--- config.mk ---
export PLATFORM = sky130hd
export DESIGN_NAME = pwr_seq_ctrl
export DESIGN_NICKNAME = d
export VERILOG_FILES = /design/src/rtl/pwr_seq_ctrl.sv
export SDC_FILE = /design/constraint.sdc
export NUM_CORES = 1
export LEC_CHECK = 0
export ABC_AREA = 1
export CAP_MARGIN = 20
export CORE_MARGIN = 1
export CORE_UTILIZATION = 45
export CTS_CLUSTER_SIZE = 8
export DETAILED_ROUTE_END_ITERATION = 6
export PLACE_DENSITY = 0.66
export REMOVE_ABC_BUFFERS = 1
export SYNTH_ARGS = -nofsm -noshare
export SYNTH_HDL_FRONTEND = slang
export SYNTH_SLANG_ARGS = --single-unit
--- constraint.sdc ---
create_clock -name i_clk_32k -period 2.3 [get_ports i_clk_32k]
set_input_delay 0.46 -clock i_clk_32k [delete_from_list [all_inputs] [get_ports i_clk_32k]]
set_output_delay 0.46 -clock i_clk_32k [all_outputs]
set_load 0.005 [all_outputs]
--- src/rtl/pwr_seq_ctrl.sv ---
// rtl/pwr_seq_ctrl.sv - qualified PSU/reset power sequencer FSM in the 32 kHz always-on domain.
// Optional power-good loss monitor in RST_REL/ON/RESET: define PWR_SEQ_PWRGD_MON_EN.
module pwr_seq_ctrl #(
   parameter int REQ_MIN  = 32,
   parameter int PWRGD_TO = 3277,
   parameter int RST_HOLD = 328,
   parameter int CNT_W    = 16
) (
   input  logic       i_clk_32k,
   input  logic       i_rst_n,
   input  logic       i_pson_req,
   input  logic       i_pwroff_req,
   input  logic       i_reset_req,
   input  logic       i_pwrgd,
   output logic       o_psu_on,
   output logic       o_sys_rst_n,
   output logic [2:0] o_state,
   output logic       o_fault
);

   typedef enum logic [2:0] {
      ST_OFF     = 3'd0,
      ST_PWR_UP  = 3'd1,
      ST_RST_REL = 3'd2,
      ST_ON      = 3'd3,
      ST_RESET   = 3'd4,
      ST_PWR_DN  = 3'd5,
      ST_FAULT   = 3'd6
   } state_e;

   localparam int RW = $clog2(REQ_MIN + 1);
   localparam logic [RW-1:0]    REQ_SAT   = RW'(REQ_MIN);
   localparam logic [RW-1:0]    REQ_LAST  = RW'(REQ_MIN - 1);
   localparam logic [CNT_W-1:0] PWRGD_LIM = CNT_W'(PWRGD_TO);
   localparam logic [CNT_W-1:0] HOLD_LIM  = CNT_W'(RST_HOLD - 1);
   localparam logic [CNT_W-1:0] TMR_MAX   = '1;

   localparam int IDX_PSON   = 0;
   localparam int IDX_RESET  = 1;
   localparam int IDX_PWROFF = 2;

   state_e           state_q, state_d;
   logic [CNT_W-1:0] timer_q, timer_d;
   logic             psu_on_q, rst_n_q, fault_q;
   logic             pwrgd_meta_q, pwrgd_q;
   logic [2:0]       req;
   logic [RW-1:0]    req_cnt_q [3];
   logic [2:0]       stb_q;
   logic             pwroff_stb, reset_stb, pson_stb;
   logic             timed;
   logic             mon_loss;

   always_ff @(posedge i_clk_32k or negedge i_rst_n) begin
      if (!i_rst_n) begin
         pwrgd_meta_q <= 1'b0;
         pwrgd_q      <= 1'b0;
      end else begin
         pwrgd_meta_q <= i_pwrgd;
         pwrgd_q      <= pwrgd_meta_q;
      end
   end

   assign req = {i_pwroff_req, i_reset_req, i_pson_req};

   // Strobe is registered so it is high in the same cycle the counter first reads REQ_MIN.
   always_ff @(posedge i_clk_32k or negedge i_rst_n) begin
      if (!i_rst_n) begin
         for (int i = 0; i < 3; i++) req_cnt_q[i] <= '0;
         stb_q <= '0;
      end else begin
         for (int i = 0; i < 3; i++) begin
            if (!req[i]) begin
               req_cnt_q[i] <= '0;
            end else if (req_cnt_q[i] != REQ_SAT) begin
               req_cnt_q[i] <= req_cnt_q[i] + 1'b1;
            end
            stb_q[i] <= req[i] && (req_cnt_q[i] == REQ_LAST);
         end
      end
   end

   assign pwroff_stb = stb_q[IDX_PWROFF];
   assign reset_stb  = stb_q[IDX_RESET] & ~stb_q[IDX_PWROFF];
   assign pson_stb   = stb_q[IDX_PSON] & ~stb_q[IDX_RESET] & ~stb_q[IDX_PWROFF];

`ifdef PWR_SEQ_PWRGD_MON_EN
   logic loss_q;

   always_ff @(posedge i_clk_32k or negedge i_rst_n) begin
      if (!i_rst_n) begin
         loss_q <= 1'b0;
      end else begin
         loss_q <= ~pwrgd_q && (state_q inside {ST_RST_REL, ST_ON, ST_RESET});
      end
   end

   assign mon_loss = ~pwrgd_q & loss_q;
`else
   assign mon_loss = 1'b0;
`endif

   always_comb begin
      state_d = state_q;
      case (state_q)
         ST_OFF:     if (pson_stb) state_d = ST_PWR_UP;
         ST_PWR_UP: begin
            if (pwroff_stb)               state_d = ST_PWR_DN;
            else if (pwrgd_q)             state_d = ST_RST_REL;
            else if (timer_q >= PWRGD_LIM) state_d = ST_FAULT;
         end
         ST_RST_REL, ST_RESET: begin
            if (pwroff_stb)               state_d = ST_PWR_DN;
            else if (mon_loss)            state_d = ST_FAULT;
            else if (timer_q >= HOLD_LIM) state_d = ST_ON;
         end
         ST_ON: begin
            if (pwroff_stb)     state_d = ST_PWR_DN;
            else if (mon_loss)  state_d = ST_FAULT;
            else if (reset_stb) state_d = ST_RESET;
         end
         ST_PWR_DN: begin
            if (!pwrgd_q)                  state_d = ST_OFF;
            else if (timer_q >= PWRGD_LIM) state_d = ST_FAULT;
         end
         ST_FAULT: begin
            if (pwroff_stb)    state_d = ST_OFF;
            else if (pson_stb) state_d = ST_PWR_UP;
         end
         default:    state_d = ST_OFF;
      endcase
   end

   assign timed = state_q inside {ST_PWR_UP, ST_RST_REL, ST_RESET, ST_PWR_DN};

   always_comb begin
      timer_d = timer_q;
      if (state_d != state_q) begin
         timer_d = '0;
      end else if (timed && (timer_q != TMR_MAX)) begin
         timer_d = timer_q + 1'b1;
      end
   end

   // Outputs decode the next state so they change together with o_state.
   always_ff @(posedge i_clk_32k or negedge i_rst_n) begin
      if (!i_rst_n) begin
         state_q  <= ST_OFF;
         timer_q  <= '0;
         psu_on_q <= 1'b0;
         rst_n_q  <= 1'b0;
         fault_q  <= 1'b0;
      end else begin
         state_q  <= state_d;
         timer_q  <= timer_d;
         psu_on_q <= state_d inside {ST_PWR_UP, ST_RST_REL, ST_ON, ST_RESET};
         rst_n_q  <= (state_d == ST_ON);
         fault_q  <= (state_d == ST_FAULT);
      end
   end

   assign o_psu_on    = psu_on_q;
   assign o_sys_rst_n = rst_n_q;
   assign o_state     = state_q;
   assign o_fault     = fault_q;

endmodule

==> results of run 1 <==
-- flip-flops by register name, summed over array words and instances, names as in the netlist --
name	cells
o_psu_on	1
req_cnt_q	18
pwrgd_meta_q	1
pwrgd_q	1
o_state	3
o_sys_rst_n	1
stb_q	3
timer_q	16
o_fault	1
-- where the power goes --
part	internal (uW)	total, uW	switching (uW)	leakage (uW)
Sequential	806	818	11.9	0.000616
Clock	216	505	289	0.0000481
Combinational	29.5	77.5	48.0	0.000722
Total	1050	1400	349	0.00139
-- cell type report --
| cell class | count | area [um2] | area share [%] |
|---|---|---|---|
| multi-input combinational | 230 | 1200 | 42.6 |
| sequential | 45 | 1130 | 39.9 |
| inverter | 50 | 188 | 6.65 |
| timing repair buffer | 14 | 128 | 4.52 |
| tap | 70 | 87.6 | 3.10 |
| clock buffer | 5 | 68.8 | 2.44 |
| clock inverter | 3 | 22.5 | 0.798 |
-- per-layer routing --
metal  global-route usage (%)  up-vias  wire [um]
met5                        0        -          0
met4                     7.17        0         70
met3                     3.45        7        161
met2                     28.4       35       2080
met1                     24.0      960       2350
li1                         -     1089          -
-- per-stage QoR --
| step | area (um2) | setup slack (ns) |
|---|---|---|
| final | 2820 | 0.337 |
| after global routing | 2820 | 0.101 |
| after CTS | 2820 | 0.322 |
| after detailed placement | 2730 | 0.347 |
| after global placement | 2730 | 0.323 |
| after floorplan | 2520 | 0.610 |
-- critical path: cells and delay by family, from the launching register on --
family          cells  cell delay, ns
flops               1            0.44
compound gates      2            0.23
simple gates        8            0.91
fa+ha+maj           1            0.20
buf+inv             2            0.12
-- placed cells by master (no fill, tap or decap), drive strengths merged --
cell type	count
o21ai	19
and3	1
nor2	44
and2	1
o21bai	3
ha	9
a31oi	2
o31ai	1
o211ai	1
clkinv	3
nor3	18
nor3b	1
a21oi	12
buf	4
clkbuf	5
dfrtp	45
nor4	5
nand2	68
inv	50
a21o	2
nand4	7
nand3	22
nand3b	2
clkdlybuf4s50	10
xnor2	5
xor2	7
-- cell usage after synthesis --
| master | n | share of area, % |
|---|---|---|
| xor2_1 | 7 | 2.4 |
| xnor2_1 | 5 | 1.7 |
| nand3b_1 | 2 | 0.59 |
| nand4_1 | 7 | 1.7 |
| nor3_1 | 18 | 3.6 |
| dfrtp_1 | 45 | 44 |
| nand2_2 | 3 | 0.74 |
| nand3_4 | 1 | 0.69 |
| nor2_1 | 44 | 6.5 |
| nand3_1 | 21 | 4.2 |
| nor4_1 | 4 | 0.99 |
| a21o_1 | 2 | 0.59 |
| inv_2 | 3 | 0.44 |
| inv_1 | 47 | 7.0 |
| buf_6 | 1 | 0.44 |
| nand2_1 | 65 | 9.6 |
| o21ai_2 | 2 | 0.69 |
| o211ai_1 | 1 | 0.30 |
| nor4_2 | 1 | 0.49 |
| o31ai_1 | 1 | 0.30 |
| o21ai_1 | 1 | 0.20 |
| and3_1 | 1 | 0.25 |
| ha_1 | 9 | 4.4 |
| clkbuf_2 | 1 | 0.20 |
| o21bai_1 | 3 | 0.89 |
| nor3b_1 | 1 | 0.30 |
| and2_1 | 1 | 0.25 |
| o21ai_0 | 16 | 3.2 |
| a31oi_1 | 2 | 0.49 |
| a21oi_1 | 12 | 2.4 |
-- worst max path at each step --
stage	from	end	slack (ns)	depth (start not counted)
CTS	timer_q[0]	timer_q[1]	0.32	13
floorplan	timer_q[0]	timer_q[0]	0.61	15
global route	timer_q[0]	timer_q[5]	0.10	13
finish	timer_q[0]	timer_q[1]	0.34	13
detailed placement	timer_q[0]	timer_q[1]	0.35	13
global placement	timer_q[0]	timer_q[6]	0.32	15
-- cells by family after synthesis --
family	after synthesis	share of synthesized area, %
xor+xnor	12	4.15
fa+ha+maj	9	4.45
compound gates	40	8.99
buf+inv	52	8.05
simple gates	169	29.9
flops	45	44.5
==> results.tsv, run 1 <==
stage	metric	value	unit
status	outcome	finished clean	
timing	Setup TNS Final	0	ns
cts	postcts setup bufs	0	
timing	max_slew headroom	52.4	%
cts	cts bufs inserted	5	
timing	# setup viols final	0	
setup_path	R2R Setup Slk	0.34	ns
cts	clk sinks	45	
setup_path	CP Max Fanout	16	
cells_and_area	Area growth syn-to-layout	11.5	%
die	Boundary Pins	12	
setup_path	CP required	2.54	ns
cts	Max clock buf depth	2	
global_route	GR Util All Layers	17.9	%
cells_and_area	Antenna diodes	0	
die	area of the core	5270	um2
timing	fmax	509	MHz
setup_path	slowest cell delay on critical path	0.44	ns
die	height of the chip	77.0	um
global_route	initial antenna violation count	0	
hold_path	Hold Path Class	primary input to asynchronous set/reset pin	
timing	Final min period	1.96	ns
setup_path	R2R cell count	13	
route	drt via density	5.01	
route	initial DRC count	183	
setup_path	slowest cell on the critical path	dfrtp_1	
job	Max Cap Viol	0	
cells_and_area	nets	361	
timing	Clock Skew	0.00722	ns
route	via count	2091	
placement	Port Buffers	11	
cts	htree depth	2	
synth	syn_area_per_cell	7.74	um2
timing	period utilization	85.4	%
placement	RePlAce Congestion	0.819	
setup_path	Critical Path End Type	register	
synth	Warnings, synthesis	0	
setup_path	Reg2Reg Capture Point	timer_q[1]	
global_route	first-pass GRT wire length	8.51	mm
cts	latest clock arrival within the worst-skew pair	0.31	ns
power	Power Density	496	nW/um2
die	Cell Rows	26	
power	Lkg Pwr	0.00139	uW
cells_and_area	non-filler cells in the finished layout	417	
die	Die Wd	77.0	um
cts	hold buffer count at CTS	0	
global_route	total congestion overflow	0	
synth	Seq/Total Area, Yosys	44.5	%
placement	DP Wirelength	3.51	mm
setup_path	WP data arrival	2.20	ns
setup_path	reg2reg start	timer_q[0]	
cells_and_area	Filler Cells Inserted	513	
synth	Synth cell types	30	
route	WL/cell	11.2	um
setup_path	Critical Path Most Common Cell	nand2_1	
global_route	number of global-route vias before repair	1983	
route	Detailed Routing Iterations Pass 1	4	
power	Tot Pwr	1400	uW
timing	RSZ-0062 raised after global routing	false	
synth	mapped cell area	2530	um2
die	Starting Density	48.1	%
timing	Least-Margin Pin Slew	0.708	ns
power	Worst VDD drop	330	uV
route	Remaining DRCs	0	
route	ANT nets after route	0	
timing	Final Hold Vio Count	0	
cts	CTS tree	built	
setup_path	Cell Chain, Critical Path	inv_1 -> ha_1 -> inv_1 -> nand3_1 -> a21oi_1 -> nand2_1 -> nand3_1 -> o21ai_2 -> nand2_2 -> nand2_1 -> nand2_1 -> nand3_4 -> nor2_1	
timing	Max Transition Viols Final	0	
setup_path	Crit Path Class	register to register	
cts	post_cts resized	0	
timing	WHS	0.173	ns
synth	FF+latch count, synth	45	
route	total routed wirelength	4.66	mm
cts	root buffer cell	clkbuf_8	
cells_and_area	post-layout util	53.6	%
setup_path	CP startpoint kind	register	
die	Die ar.	5930	um2
cells_and_area	share of post-route cells with drive strength above 1	6.34	%
global_route	pin count of the biggest net entering global routing	31	
placement	placed cells	409	
cts	CTS clk-pin slew, worst paths	0.09	ns
synth	post-synthesis cell count	327	
Power figures use the tool's default switching activity.
==> inputs of run 2 (changes only) <==
CORE_UTILIZATION = 55   (was 45)
PLACE_DENSITY = 0.78   (was 0.66)
==> results.tsv, run 2 (synthesis gave the netlist of run 1 again) <==
stage	metric	value	unit
timing	Clock Skew	0.00440	ns
status	outcome	finished clean	
die	Boundary Pins	12	
route	Detailed Routing Iterations Pass 1	4	
route	ANT nets after route	0	
setup_path	Reg2Reg Capture Point	timer_q[2]	
cts	CTS clk-pin slew, worst paths	0.08	ns
timing	Least-Margin Pin Slew	0.653	ns
cts	cts bufs inserted	5	
setup_path	Crit Path Class	register to register	
power	Clk network pwr share	35.7	%
global_route	first-pass GRT wire length	8.28	mm
setup_path	CP startpoint kind	register	
power	Worst VDD drop	423	uV
route	drt via density	5.40	
route	total routed wirelength	4.70	mm
setup_path	CP Max Fanout	16	
cts	post_cts resized	0	
die	height of the chip	69.9	um
setup_path	reg2reg start	timer_q[0]	
cells_and_area	post-layout util	63.4	%
route	Top Metal Used	met4	
global_route	GR Util All Layers	21.0	%
timing	Final Hold Vio Count	0	
placement	Port Buffers	11	
timing	# setup viols final	0	
power	Cell Int Power	1070	uW
die	area of the core	4380	um2
route	WL/cell	11.9	um
timing	Final min period	1.95	ns
cts	CTS tree	built	
die	Die Wd	69.9	um
power	Lkg Pwr	0.00137	uW
route	initial DRC count	117	
hold_path	Hold Path Class	primary input to asynchronous set/reset pin	
power	Power Density	500	nW/um2
setup_path	R2R Setup Slk	0.35	ns
setup_path	slowest cell delay on critical path	0.43	ns
timing	max_slew headroom	56.0	%
global_route	total congestion overflow	0	
cells_and_area	commonest non-fill, non-tap cell in the layout	nand2_1	
cells_and_area	share of post-route cells with drive strength above 1	5.23	%
route	Remaining DRCs	0	
job	Max Cap Viol	0	
timing	period utilization	84.9	%
cells_and_area	Largest regs	req_cnt_q: 18 flops, timer_q: 16 flops	
power	Psw	317	uW
cts	hold buffer count at CTS	0	
cells_and_area	Area growth syn-to-layout	9.78	%
die	Starting Density	57.8	%
global_route	number of global-route vias before repair	2003	
placement	DP Wirelength	3.57	mm
cts	Max clock buf depth	2	
cells_and_area	Reg with most FFs	req_cnt_q	
setup_path	R2R cell count	15	
setup_path	WP data arrival	2.13	ns
setup_path	delay-heaviest family, CP	simple AND/OR/NAND/NOR gates	
global_route	pin count of the biggest net entering global routing	26	
timing	Setup TNS Final	0	ns
setup_path	CP required	2.48	ns
cells_and_area	most frequent cells in the layout	nand2_1 (65), inv_1 (47), dfrtp_1 (45), nor2_1 (44), nand3_1 (21)	
timing	fmax	512	MHz
cts	latest clock arrival within the worst-skew pair	0.29	ns
power	Sw Share	22.8	%
cells_and_area	Largest register FFs	18	
global_route	initial antenna violation count	0	
setup_path	Cell Chain, Critical Path	ha_1 -> nand2_1 -> nand3b_1 -> nand2_1 -> nand2_1 -> nand2_1 -> inv_1 -> nor2_1 -> nand2_1 -> inv_2 -> nand2_1 -> nand2_1 -> nand2_2 -> nand3_4 -> nor2_1	
route	via count	2138	
power	Comb pwr share	5.5	%
timing	RSZ-0062 raised after global routing	false	
die	Cell Rows	24	
placement	RePlAce Congestion	0.934	
die	Die ar.	4880	um2
cells_and_area	nets	359	
power	Seq pwr share	58.8	%
cells_and_area	Antenna diodes	0	
setup_path	Critical Path End Type	register	
cts	htree depth	2	
route	DR WL met3	145	um
route	metal2 WL	2.30	mm
cts	postcts setup bufs	0	
setup_path	slowest cell on the critical path	dfrtp_1	
route	Metal-1 WL	2.20	mm
cts	root buffer cell	clkbuf_8	
timing	Max Transition Viols Final	0	
cts	clk sinks	45	
setup_path	crit path buf inv count	2	
setup_path	Critical Path Most Common Cell	nand2_1	
==> run 2: changes by cell type in the layout (fill, tap and decap cells not counted), sizes merged <==
cell,delta
clkbuf,+2
buf,-2
clkinv,-3
==> run 2: metrics by stage <==
stage	area, um2	hold WS, ns	power (uW)	cells	worst slack (ns)
after floorplan	2520	0.164	874	325	0.610
after global placement	2690	0.334	908	389	0.354
after detailed placement	2690	0.338	913	389	0.337
after CTS	2780	0.114	1410	396	0.331
after global routing	2780	0.142	1450	396	0.123
final	2780	0.105	1390	396	0.346
==> run 2: final cells by class <==
cell class	count	area, um2
Clock buffer	7	86.3
Fill cell	367	1600
Inverter	50	188
Multi-Input combinational cell	230	1200
Sequential cell	45	1130
Tap cell	52	65.1
Timing Repair Buffer	12	113
==> run 2: worst max path at each step <==
stage / from / endpoint / cells after the start
CTS: timer_q[0] / timer_q[7] / 15
finish: timer_q[0] / timer_q[2] / 15
global placement: timer_q[0] / timer_q[14] / 15
detailed placement: timer_q[0] / timer_q[7] / 15
floorplan: timer_q[0] / timer_q[0] / 15
global route: timer_q[0] / timer_q[6] / 15
==> run 2: routing by layer <==
metal	GRT usage [%]	vias up
met5	0	-
met4	10.2	0
met3	3.17	7
met2	35.8	42
met1	26.0	1000
li1	-	1089
==> run 2: power groups by stage <==
stage | sequential, uW | combinational (uW) | clock (uW)
global placement | 833 | 74.1 | 0
CTS | 818 | 79.3 | 512
global route | 820 | 91.3 | 534
detailed placement | 834 | 78.9 | 0
finish | 818 | 76.3 | 496
floorplan | 832 | 41.7 | 0
==> inputs of run 3 (changes only) <==
clock period = 1.9 ns   (was 2.3 ns; I/O delays follow)
==> results.tsv, run 3 (synthesis gave the netlist of run 1 again) <==
stage	metric	value	unit
cells_and_area	Multi-input gate area	1340	um2
placement	DP Wirelength	3.58	mm
setup_path	WP data arrival	2.18	ns
placement	Port Buffers	11	
die	height of the chip	69.9	um
global_route	number of global-route vias before repair	2148	
route	Remaining DRCs	0	
setup_path	CP required	2.13	ns
cts	root buffer cell	clkbuf_8	
global_route	first-pass GRT wire length	8.96	mm
timing	Max Transition Viols Final	0	
cts	CTS clk-pin slew, worst paths	0.08	ns
setup_path	R2R Setup Slk	-0.05	ns
placement	placed cells	401	
die	area of the core	4380	um2
cells_and_area	Filler Cells Inserted	340	
power	Sw Share	24.0	%
setup_path	Reg2Reg Capture Point	timer_q[10]	
power	Clk network pwr share	35.1	%
timing	Clock Skew	0.00424	ns
setup_path	slowest cell on the critical path	dfrtp_2	
setup_path	critical path capture point	timer_q[10]	
cts	latest clock arrival within the worst-skew pair	0.30	ns
global_route	pin count of the biggest net entering global routing	23	
route	drt via density	5.35	
cts	clk sinks	45	
cells_and_area	most frequent cells in the layout	nand2_1 (53), inv_1 (43), dfrtp_1 (41), nor2_1 (28), nand3_1 (19)	
cts	cts bufs inserted	5	
timing	Least-Margin Pin Slew	0.473	ns
cells_and_area	share of post-route cells with drive strength above 1	22.0	%
timing	# setup viols final	8	
power	Power Density	549	nW/um2
setup_path	Critical Path End Type	register	
die	Cell Rows	24	
job	Max Cap Viol	0	
status	outcome	complete, but fails checks	
power	Psw	402	uW
status	failing checks	negative setup slack	
timing	Final min period	1.95	ns
die	Die ar.	4880	um2
cts	CTS tree	built	
cells_and_area	commonest non-fill, non-tap cell in the layout	nand2_1	
timing	period utilization	103	%
route	total routed wirelength	5.25	mm
setup_path	CP Depth	12	
die	Die Wd	69.9	um
cts	htree depth	2	
route	WL/cell	12.6	um
route	via count	2222	
global_route	GR Util All Layers	22.8	%
route	initial DRC count	164	
setup_path	crit path buf inv count	1	
cells_and_area	nets	377	
cells_and_area	Largest register FFs	18	
setup_path	Crit Path Class	register to register	
cts	Max clock buf depth	2	
power	Worst VDD drop	528	uV
power	Tot Pwr	1680	uW
setup_path	reg2reg start	timer_q[1]	
hold_path	Hold Path Class	primary input to asynchronous set/reset pin	
die	Starting Density	57.8	%
cells_and_area	non-filler cells in the finished layout	415	
timing	Final Hold Vio Count	0	
setup_path	Cell Chain, Critical Path	inv_2 -> ha_1 -> nand3_1 -> nor2_1 -> nand2_1 -> nand4_1 -> nand2_1 -> nand2_2 -> nand3_2 -> nand2_4 -> nand3_4 -> nor2_1	
setup_path	CP Max Fanout	8	
timing	RSZ-0062 raised after global routing	true	
setup_path	slowest cell delay on critical path	0.45	ns
power	Seq pwr share	59.1	%
setup_path	delay-heaviest family, CP	simple AND/OR/NAND/NOR gates	
cells_and_area	Largest regs	req_cnt_q: 18 flops, timer_q: 16 flops	
global_route	total congestion overflow	0	
power	Cell Int Power	1270	uW
cells_and_area	FF/Latch Area	1130	um2
placement	RePlAce Congestion	0.861	
global_route	initial antenna violation count	0	
cells_and_area	Area growth syn-to-layout	20.7	%
power	Lkg Pwr	0.00149	uW
cells_and_area	Reg with most FFs	req_cnt_q	
setup_path	R2R cell count	12	
route	Detailed Routing Iterations Pass 1	4	
timing	Final WS setup	-0.0479	ns
die	Boundary Pins	12	
timing	fmax	513	MHz
setup_path	Setup crit start	timer_q[1]	
power	Comb pwr share	5.8	%
timing	max_slew headroom	68.5	%
cells_and_area	Antenna diodes	0	
route	ANT nets after route	0	
setup_path	CP startpoint kind	register	
-- run 3: changes by cell type in the layout (fill, tap and decap cells not counted), moves of 3 or more --
cell     previous run  this run
nand2_2             3        12
inv_1              47        43
nand2_4             0         3
nor2_1             44        28
dfrtp_2             0         4
nand2_1            65        53
inv_2               3         7
dfrtp_1            45        41
buf_4               1        18
nor2_2              0        15
-- run 3: per-layer routing --
layer,share of wire [%],vias up,global-route usage (%)
met4,1.3,0,6.44
met2,50,50,40.2
met5,0,-,0
li1,-,1128,-
met3,3.5,7,5.05
met1,45,1037,28.0
-- run 3: per-stage QoR --
| stage | TNS [ns] | area, um2 | setup WS [ns] | utilization (%) | hold slack, ns |
|---|---|---|---|---|---|
| detailed placement | -0.682 | 2780 | -0.0580 | 63.5 | 0.335 |
| CTS | 0 | 2900 | 0.0197 | 66.2 | 0.0413 |
| global placement | -0.0992 | 2780 | -0.0132 | 63.5 | 0.335 |
| global route | -1.89 | 3060 | -0.149 | 69.7 | 0.0565 |
| finish | -0.275 | 3060 | -0.0479 | 69.7 | 0.0286 |
| floorplan | 0 | 2520 | 0.210 | - | 0.0844 |
-- run 3: power by group through the flow --
stage | Clock, uW | Sequential, uW | Combinational (uW)
6_report | 589 | 991 | 97.2
5_1_grt | 653 | 993 | 117
4_1_cts | 612 | 990 | 96.5
3_5_place_dp | 0 | 1010 | 94.1
3_3_place_gp | 0 | 1010 | 90.8
2_1_floorplan | 0 | 1010 | 50.4
-- run 3: final cells by class --
type,instances,area share (%)
clock inverter,3,0.696
clock buffer,5,2.25
tap,52,2.13
multi-input combinational,231,43.9
timing repair buffer,29,7.86
sequential,45,37.0
inverter,50,6.14
-- run 3: what timing repair did --
| item | in CTS | in global routing |
|---|---|---|
| hold buffers | 0 | 0 |
| buffers inserted | 1 | 4 |
| pin swaps | 0 | 16 |
| gates cloned | 1 | 0 |
| gates resized for setup | 2 | 47 |
| endpoints found under the setup margin | 16 | 17 |
-- run 3: worst min path at each step --
| stage | slack (ns) | cells past startpoint | endpoint | from |
|---|---|---|---|---|
| finish | 0.03 | 1 | timer_q[14] | i_rst_n |
| global route | 0.06 | 1 | stb_q[2] | i_rst_n |
| CTS | 0.04 | 1 | timer_q[4] | i_rst_n |
| detailed placement | 0.33 | 0 | pwrgd_q | pwrgd_meta_q |
| global placement | 0.33 | 0 | pwrgd_q | pwrgd_meta_q |
| floorplan | 0.08 | 0 | o_fault | i_rst_n |
